<file path="config.mk">
export PLATFORM = sky130hd
export DESIGN_NAME = mac_acc_seq_flat
export DESIGN_NICKNAME = d
export VERILOG_FILES = /design/src/rtl/mac_pkg.sv /design/src/rtl/mac_acc_seq_if.sv /design/src/rtl/mac_acc_seq_add21.sv /design/src/rtl/mac_acc_seq.sv /design/src/flat_wrapper.sv
export SDC_FILE = /design/constraint.sdc
export NUM_CORES = 1
export LEC_CHECK = 0
export BUFFER_PORTS_ARGS = -buffer_cell sky130_fd_sc_hd__buf_2
export CELL_PAD_IN_SITES_DETAIL_PLACEMENT = 1
export CELL_PAD_IN_SITES_GLOBAL_PLACEMENT = 2
export CORE_ASPECT_RATIO = 1.1
export CORE_MARGIN = 4
export CORE_UTILIZATION = 37
export CTS_CLUSTER_SIZE = 20
export DETAILED_ROUTE_END_ITERATION = 8
export GPL_ROUTABILITY_DRIVEN = 0
export PLACE_DENSITY = 0.82
export SYNTH_ARGS = -nofsm -noshare
export SYNTH_HDL_FRONTEND = slang
export SYNTH_HIERARCHICAL = 1
export SYNTH_SLANG_ARGS = --single-unit
</file>
<file path="constraint.sdc">
create_clock -name clk -period 4.55 [get_ports clk]
set_input_delay 0.455 -clock clk [delete_from_list [all_inputs] [get_ports clk]]
set_output_delay 0.455 -clock clk [all_outputs]
set_load 0.02 [all_outputs]
</file>
<file path="src/rtl/mac_pkg.sv">
// Shared definitions for the MAC accumulate sequencer: widths and the sequencer state type.
package mac_pkg;
  localparam int ACC_W = 21;
  localparam int CNT_W = 8;

  typedef enum logic [1:0] {
    IDLE = 2'd0,
    ACC  = 2'd1,
    DONE = 2'd2
  } state_e;
endpackage

</file>
<file path="src/rtl/mac_acc_seq_if.sv">
// Control, term-stream and result-stream signals between the multiplier side and the sequencer.
interface mac_acc_seq_if;
  import mac_pkg::*;

  logic             start;
  logic [CNT_W-1:0] len;
  logic             abort;
  logic             in_valid;
  logic             in_ready;
  logic [ACC_W-1:0] in_data;
  logic             out_valid;
  logic             out_ready;
  logic [ACC_W-1:0] out_sum;
  logic             out_ovf;
  logic             busy;

  modport master (
    output start, len, abort, in_valid, in_data, out_ready,
    input  in_ready, out_valid, out_sum, out_ovf, busy
  );

  modport slave (
    input  start, len, abort, in_valid, in_data, out_ready,
    output in_ready, out_valid, out_sum, out_ovf, busy
  );
endinterface

</file>
<file path="src/rtl/mac_acc_seq_add21.sv">
// add21: 21-bit adder built from 4-bit lookahead blocks with a lookahead chain between blocks.
module add21 (
  input  logic [20:0] a,
  input  logic [20:0] b,
  output logic [20:0] sum,
  output logic        cout
);

  // Block generate/propagate, inter-block carries, then bit carries seeded from each block carry-in.
  always_comb begin : cla_p
    logic [20:0] g_v;
    logic [20:0] p_v;
    logic [5:0]  bg_v;
    logic [5:0]  bp_v;
    logic [6:0]  bc_v;
    logic [20:0] c_v;
    g_v  = a & b;
    p_v  = a ^ b;
    bg_v = 6'd0;
    bp_v = 6'd0;
    bc_v = 7'd0;
    c_v  = 21'd0;
    for (int i = 0; i < 21; i++) begin
      if (i % 4 == 0) begin
        bg_v[i/4] = g_v[i];
        bp_v[i/4] = p_v[i];
      end else begin
        bg_v[i/4] = g_v[i] | (p_v[i] & bg_v[i/4]);
        bp_v[i/4] = bp_v[i/4] & p_v[i];
      end
    end
    for (int k = 0; k < 6; k++) begin
      bc_v[k+1] = bg_v[k] | (bp_v[k] & bc_v[k]);
    end
    c_v[0] = bc_v[0];
    for (int i = 1; i < 21; i++) begin
      if (i % 4 == 0) begin
        c_v[i] = bc_v[i/4];
      end else begin
        c_v[i] = g_v[i-1] | (p_v[i-1] & c_v[i-1]);
      end
    end
    sum  = p_v ^ c_v;
    cout = bc_v[6];
  end

endmodule

</file>
<file path="src/rtl/mac_acc_seq.sv">
// mac_acc_seq: accumulates a programmed number of product terms into a wrapping 21-bit sum
// with a sticky carry-out flag, presenting the result over a valid/ready stream.
module mac_acc_seq
  import mac_pkg::*;
(
  input  logic          clk,
  input  logic          rst_n,
  mac_acc_seq_if.slave  bus
);

  state_e           state_q, state_d;
  logic [ACC_W-1:0] acc_q, acc_d;
  logic [CNT_W-1:0] cnt_q, cnt_d;
  logic [CNT_W-1:0] len_q, len_d;
  logic             ovf_q, ovf_d;
  logic             in_ready_q, in_ready_d;
  logic             out_valid_q, out_valid_d;
  logic [ACC_W-1:0] out_sum_q, out_sum_d;
  logic             out_ovf_q, out_ovf_d;
  logic             busy_q, busy_d;
  logic [ACC_W-1:0] add_sum_s;
  logic             add_cout_s;

  add21 u_add21 (
    .a    (acc_q),
    .b    (bus.in_data),
    .sum  (add_sum_s),
    .cout (add_cout_s)
  );

  // Next state and datapath; abort overrides everything. Outputs are precomputed from the next state.
  always_comb begin
    state_d = state_q;
    acc_d   = acc_q;
    cnt_d   = cnt_q;
    len_d   = len_q;
    ovf_d   = ovf_q;
    if (bus.abort) begin
      state_d = IDLE;
      acc_d   = {ACC_W{1'b0}};
      cnt_d   = {CNT_W{1'b0}};
      ovf_d   = 1'b0;
    end else begin
      case (state_q)
        IDLE: begin
          if (bus.start) begin
            acc_d = {ACC_W{1'b0}};
            cnt_d = {CNT_W{1'b0}};
            ovf_d = 1'b0;
            if (bus.len != {CNT_W{1'b0}}) begin
              len_d   = bus.len;
              state_d = ACC;
            end else begin
              state_d = DONE;
            end
          end else begin
            state_d = IDLE;
          end
        end
        ACC: begin
          if (bus.in_valid) begin
            acc_d = add_sum_s;
            ovf_d = ovf_q | add_cout_s;
            cnt_d = cnt_q + {{(CNT_W-1){1'b0}}, 1'b1};
            // Compare before increment so len_q = 2^CNT_W-1 terminates without cnt wrapping.
            if (cnt_q == len_q - {{(CNT_W-1){1'b0}}, 1'b1}) begin
              state_d = DONE;
            end else begin
              state_d = ACC;
            end
          end else begin
            state_d = ACC;
          end
        end
        DONE: begin
          if (bus.out_ready) begin
            state_d = IDLE;
          end else begin
            state_d = DONE;
          end
        end
        default: begin
          state_d = IDLE;
        end
      endcase
    end

    in_ready_d  = (state_d == ACC);
    out_valid_d = (state_d == DONE);
    busy_d      = (state_d == ACC) || (state_d == DONE);
    if (state_d == DONE) begin
      out_sum_d = acc_d;
      out_ovf_d = ovf_d;
    end else begin
      out_sum_d = {ACC_W{1'b0}};
      out_ovf_d = 1'b0;
    end
  end

  // State, datapath and registered output flops.
  always_ff @(posedge clk or negedge rst_n) begin
    if (!rst_n) begin
      state_q     <= IDLE;
      acc_q       <= {ACC_W{1'b0}};
      cnt_q       <= {CNT_W{1'b0}};
      len_q       <= {CNT_W{1'b0}};
      ovf_q       <= 1'b0;
      in_ready_q  <= 1'b0;
      out_valid_q <= 1'b0;
      out_sum_q   <= {ACC_W{1'b0}};
      out_ovf_q   <= 1'b0;
      busy_q      <= 1'b0;
    end else begin
      state_q     <= state_d;
      acc_q       <= acc_d;
      cnt_q       <= cnt_d;
      len_q       <= len_d;
      ovf_q       <= ovf_d;
      in_ready_q  <= in_ready_d;
      out_valid_q <= out_valid_d;
      out_sum_q   <= out_sum_d;
      out_ovf_q   <= out_ovf_d;
      busy_q      <= busy_d;
    end
  end

  assign bus.in_ready  = in_ready_q;
  assign bus.out_valid = out_valid_q;
  assign bus.out_sum   = out_sum_q;
  assign bus.out_ovf   = out_ovf_q;
  assign bus.busy      = busy_q;

endmodule

</file>
<file path="src/flat_wrapper.sv">
// flat-port wrapper written by rule: the top's interface ports become plain ports
module mac_acc_seq_flat import mac_pkg::*;
  (clk, rst_n, bus_start, bus_len, bus_abort, bus_in_valid, bus_in_data, bus_out_ready, bus_in_ready, bus_out_valid, bus_out_sum, bus_out_ovf, bus_busy);
  mac_acc_seq_if bus_i ();
  input  logic clk;
  input  logic rst_n;
  input wire logic [$bits(bus_i.start)-1:0] bus_start;
  input wire logic [$bits(bus_i.len)-1:0] bus_len;
  input wire logic [$bits(bus_i.abort)-1:0] bus_abort;
  input wire logic [$bits(bus_i.in_valid)-1:0] bus_in_valid;
  input wire logic [$bits(bus_i.in_data)-1:0] bus_in_data;
  input wire logic [$bits(bus_i.out_ready)-1:0] bus_out_ready;
  output wire logic [$bits(bus_i.in_ready)-1:0] bus_in_ready;
  output wire logic [$bits(bus_i.out_valid)-1:0] bus_out_valid;
  output wire logic [$bits(bus_i.out_sum)-1:0] bus_out_sum;
  output wire logic [$bits(bus_i.out_ovf)-1:0] bus_out_ovf;
  output wire logic [$bits(bus_i.busy)-1:0] bus_busy;
  assign bus_i.start = bus_start;
  assign bus_i.len = bus_len;
  assign bus_i.abort = bus_abort;
  assign bus_i.in_valid = bus_in_valid;
  assign bus_i.in_data = bus_in_data;
  assign bus_i.out_ready = bus_out_ready;
  assign bus_in_ready = bus_i.in_ready;
  assign bus_out_valid = bus_i.out_valid;
  assign bus_out_sum = bus_i.out_sum;
  assign bus_out_ovf = bus_i.out_ovf;
  assign bus_busy = bus_i.busy;
  mac_acc_seq u_core (.clk(clk), .rst_n(rst_n), .bus(bus_i));
endmodule
</file>
==> qor.yml <==
pwr:
  power-per-cell-area_mw_per_mm2: 350
  power_switching_uw: 435
  switching_share_pct: 29.7
  totalPowerFinal_mw: 1.47
  intPower_mw: 1.03
  clockPowerShare_pct: 35.4
  register_share_of_total_power_pct: 44.7
  worst_ir_drop_on_vdd_uv: 141
  p_comb_share_pct: 19.9
  leakage_nw: 2.07
sta:
  min_period_ns: 4.25
  final_setup_violation_count: 0
  skew_ns: 0.00734
  setup_tns_ns: 0
  drv_slew: 0
  unrepaired_setup_endpoints_after_global_routing: "no"
  achievable-frequency_ghz: 0.235
  report.final.hold_viol_count: 0
  slew_at_the_pin_closest_to_its_max_slew_limit_ns: 1.03
  timing.slew.headroom_pct: 31.4
  fin_crit_sh_pct: 93.5
  worst_hold_slack_ns: 0.261
status:
  status: "finished, final reports clean"
die:
  die_x_microns: 102
  floorplan.rows: 37
  placeableCoreArea_sq_mm: 0.00944
  die_area_sq_mm: 0.0114
  initial_utilization_pct: 38.1
  die_height_microns: 111
  pin_count: 60
route:
  drt_wl_total_microns: 8690
  count_of_routing_violations_after_the_opening_detailed_route_iteration: 57
  route.detailed.vias_per_inst: 5.32
  post_drt_wl_per_cell_microns: 17.2
  route.vias.total: 2682
  antenna_violating_nets_post_route: 0
  drt_pre_antenna_iters: 4
  detail_route.drc_violations: 0
layout:
  antenna_cells_inserted: 0
  final_layout_size_suffix_gt1_share_pct: 24.3
  final.fill_count: 1076
  finish.net_count: 455
  area.growth.synth_to_final_pct: 16.5
clocking:
  root_buffer_cell: "clkbuf_8"
  cts-resized-gates: 0
  cts_hold_buffers: 0
  clock_pin_slew_on_the_worst_setup_and_hold_paths_ns: 0.07
  htree_num_levels: 3
  tritoncts: "yes"
  clk_latency_ns: 0.33
  numCtsBuffers: 9
  cts_max_path_buffers: 2
  tritoncts_num_sinks: 65
  post-cts-setup-buffers: 0
yosys:
  synth_area_sq_mm: 0.00360
  synth_seq_area_share_pct: 45.2
  syn_inst: 323
  post_synth_num_cell_types: 51
  post_syn_area_per_cell_sq_um: 11.2
  synth-seq-cells: 65
  syn-num-nets: 396
  yosys_warnings: 6
flow_run:
  max_cap_violations: 0
placement:
  hpwl_microns: 6290
  io_buffer_count: 59
global_routing:
  antenna_found_initial: 0
  grt_most_used_layer: "met2"
  gr-usage-met2_pct: 27.5
  gr-usage-met1_pct: 20.9
  gr_util_met3_pct: 4.76
  grt_pass1_vias: 3005
  grt_first_pass_wirelength_microns: 14700
  grt_use_total_pct: 16.6
  largest_net_degree_at_the_start_of_global_routing: 42
  grt_overflow: 0
hold_path:
  hold_path.class: "in -> async"
worst_setup_path:
  timing.critical_path.fanout_max: 2
  worstSetupEndpointType: "flop"
  timing.critical_path.from_type: "flop"
  worst-setup-path-type: "reg -> reg"
  crit_required_ns: 4.73
  worstPathArrival_ns: 4.44
  worst-r2r-setup-slack_ns: 0.30
metrics by stage:
step	cells	area (sq um)	utilization (%)	worst slack [ns]
floorplan	323	3600	-	0.510
global placement	488	3990	42.2	0.189
detailed placement	488	3990	42.2	0.104
CTS	504	4200	44.4	0.251
global route	504	4200	44.4	0.152
finish	504	4200	44.4	0.295
worst max-delay path: stages, from the launching register on:
cell and delay (ns):
dfrtp_1 0.39, ha_1 0.21, fa_1 0.38, fa_1 0.39
fa_1 0.43, a41oi_2 0.21, o21ai_2 0.10, a31oi_2 0.24
o21ai_1 0.12, fa_1 0.40, fa_1 0.40, fa_1 0.39
xor2_1 0.15, a22oi_1 0.21, nor2_1 0.08
flip-flops by register name, indices dropped and copies added, names as in the netlist, 2 cells and up:
name	flops
u_core/cnt_q	8
u_core/state_q	2
u_core/bus.out_sum	21
u_core/len_q	8
u_core/acc_q	21
kinds of logic after synthesis:
group / count (synthesis) / synth area share [%]
compound gates: 67 / 14.6
fa+ha+maj: 38 / 16.5
xor+xnor: 15 / 3.65
simple gates: 101 / 13.3
mux: 9 / 3.26
buf+inv: 28 / 3.47
flops: 65 / 45.2
final timing paths:
path,start,end,cells after the start
setup / recovery,u_core/acc_q[0]$_DFF_PN0_,u_core/bus.out_sum[19]$_DFF_PN0_,14
hold / removal,rst_n,u_core/len_q[6]$_DFFE_PN0P_,1
setup reg to reg,u_core/acc_q[0]$_DFF_PN0_,u_core/bus.out_sum[19]$_DFF_PN0_,14
hold reg to reg,u_core/ovf_q$_DFF_PN0_,u_core/ovf_q$_DFF_PN0_,2
max in group asynchronous,rst_n,u_core/acc_q[12]$_DFF_PN0_,2
min in group clk,bus_len[1],u_core/len_q[1]$_DFFE_PN0P_,3
cell usage in the layout, fill, tap and decap left out, types with 2 or more instances in the layout:
| master | synthesis | final |
|---|---|---|
| a22oi_2 | 2 | 2 |
| and2_1 | 2 | 2 |
| a22oi_1 | 21 | 21 |
| xnor2_1 | 5 | 5 |
| dfrtp_1 | 65 | 65 |
| and3_1 | 3 | 3 |
| clkbuf_1 | 7 | 2 |
| o2111ai_1 | 3 | 3 |
| inv_1 | 14 | 14 |
| nor3_1 | 2 | 2 |
| a21o_1 | 4 | 4 |
| fa_1 | 16 | 16 |
| o21ai_0 | 7 | 7 |
| xor2_1 | 10 | 10 |
| o21a_1 | 2 | 2 |
| mux2_4 | 5 | 5 |
| nand4_1 | 6 | 6 |
| nand2_1 | 12 | 12 |
| nand2b_1 | 4 | 4 |
| nor2b_1 | 3 | 3 |
| or4_1 | 2 | 2 |
| nor2_1 | 59 | 59 |
| buf_2 | 4 | 59 |
| buf_4 | 0 | 2 |
| mux2i_1 | 2 | 2 |
| a21oi_1 | 12 | 12 |
| ha_1 | 22 | 22 |
| clkbuf_8 | 0 | 12 |
| a2111oi_4 | 2 | 2 |
| o21ai_1 | 2 | 2 |
| a31oi_1 | 2 | 2 |
power by group through the flow:
stage | sequential, mW | clock [mW] | combinational (mW)
after global routing | 0.661 | 0.573 | 0.329
after detailed placement | 0.667 | 0 | 0.295
after CTS | 0.656 | 0.539 | 0.297
after floorplan | 0.656 | 0 | 0.215
final | 0.656 | 0.520 | 0.292
after global placement | 0.665 | 0 | 0.285
per-layer routing:
| layer | up-vias | share of wire (%) |
|---|---|---|
| li1 | 1247 | - |
| met1 | 1362 | 43 |
| met2 | 61 | 50 |
| met3 | 12 | 4.8 |
| met4 | 0 | 1.6 |
| met5 | - | 0 |
layout make-up:
class                      instances  area (sq um)  area share (%)
tap                              117           146            3.49
sequential                        65          1630            38.7
clock inverter                     2          35.0           0.835
clock buffer                      14           173            4.11
timing repair buffer              61           310            7.39
inverter                          15          56.3            1.34
multi-input combinational        230          1850            44.1
synth_stat cells (all sizes together):
master / n / area share, %
a2111oi: 2 / 1.5
a211oi: 1 / 0.35
a21o: 4 / 0.83
a21oi: 12 / 1.7
a22oi: 23 / 5.1
a31oi: 3 / 0.69
a41oi: 1 / 0.45
and2: 2 / 0.35
and3: 3 / 0.52
and3b: 1 / 0.24
buf: 6 / 1.2
clkbuf: 7 / 0.73
dfrtp: 65 / 45
fa: 16 / 8.9
ha: 22 / 7.6
inv: 15 / 1.6
mux2: 7 / 2.7
mux2i: 2 / 0.56
nand2: 12 / 1.3
nand2b: 4 / 0.69
nand3: 1 / 0.14
nand4: 6 / 1.0
nor2: 60 / 6.3
nor2b: 3 / 0.52
nor3: 3 / 0.73
nor4: 2 / 0.52
nor4b: 1 / 0.24
o2111ai: 3 / 0.73
o211ai: 1 / 0.21
o21a: 2 / 0.42
o21ai: 10 / 1.5
o21bai: 1 / 0.21
o221ai: 1 / 0.24
o22ai: 1 / 0.17
o311a: 1 / 0.28
o32a: 1 / 0.28
or4: 3 / 0.73
xnor2: 5 / 1.2
xor2: 10 / 2.4
(Power assumes the default switching activity.)
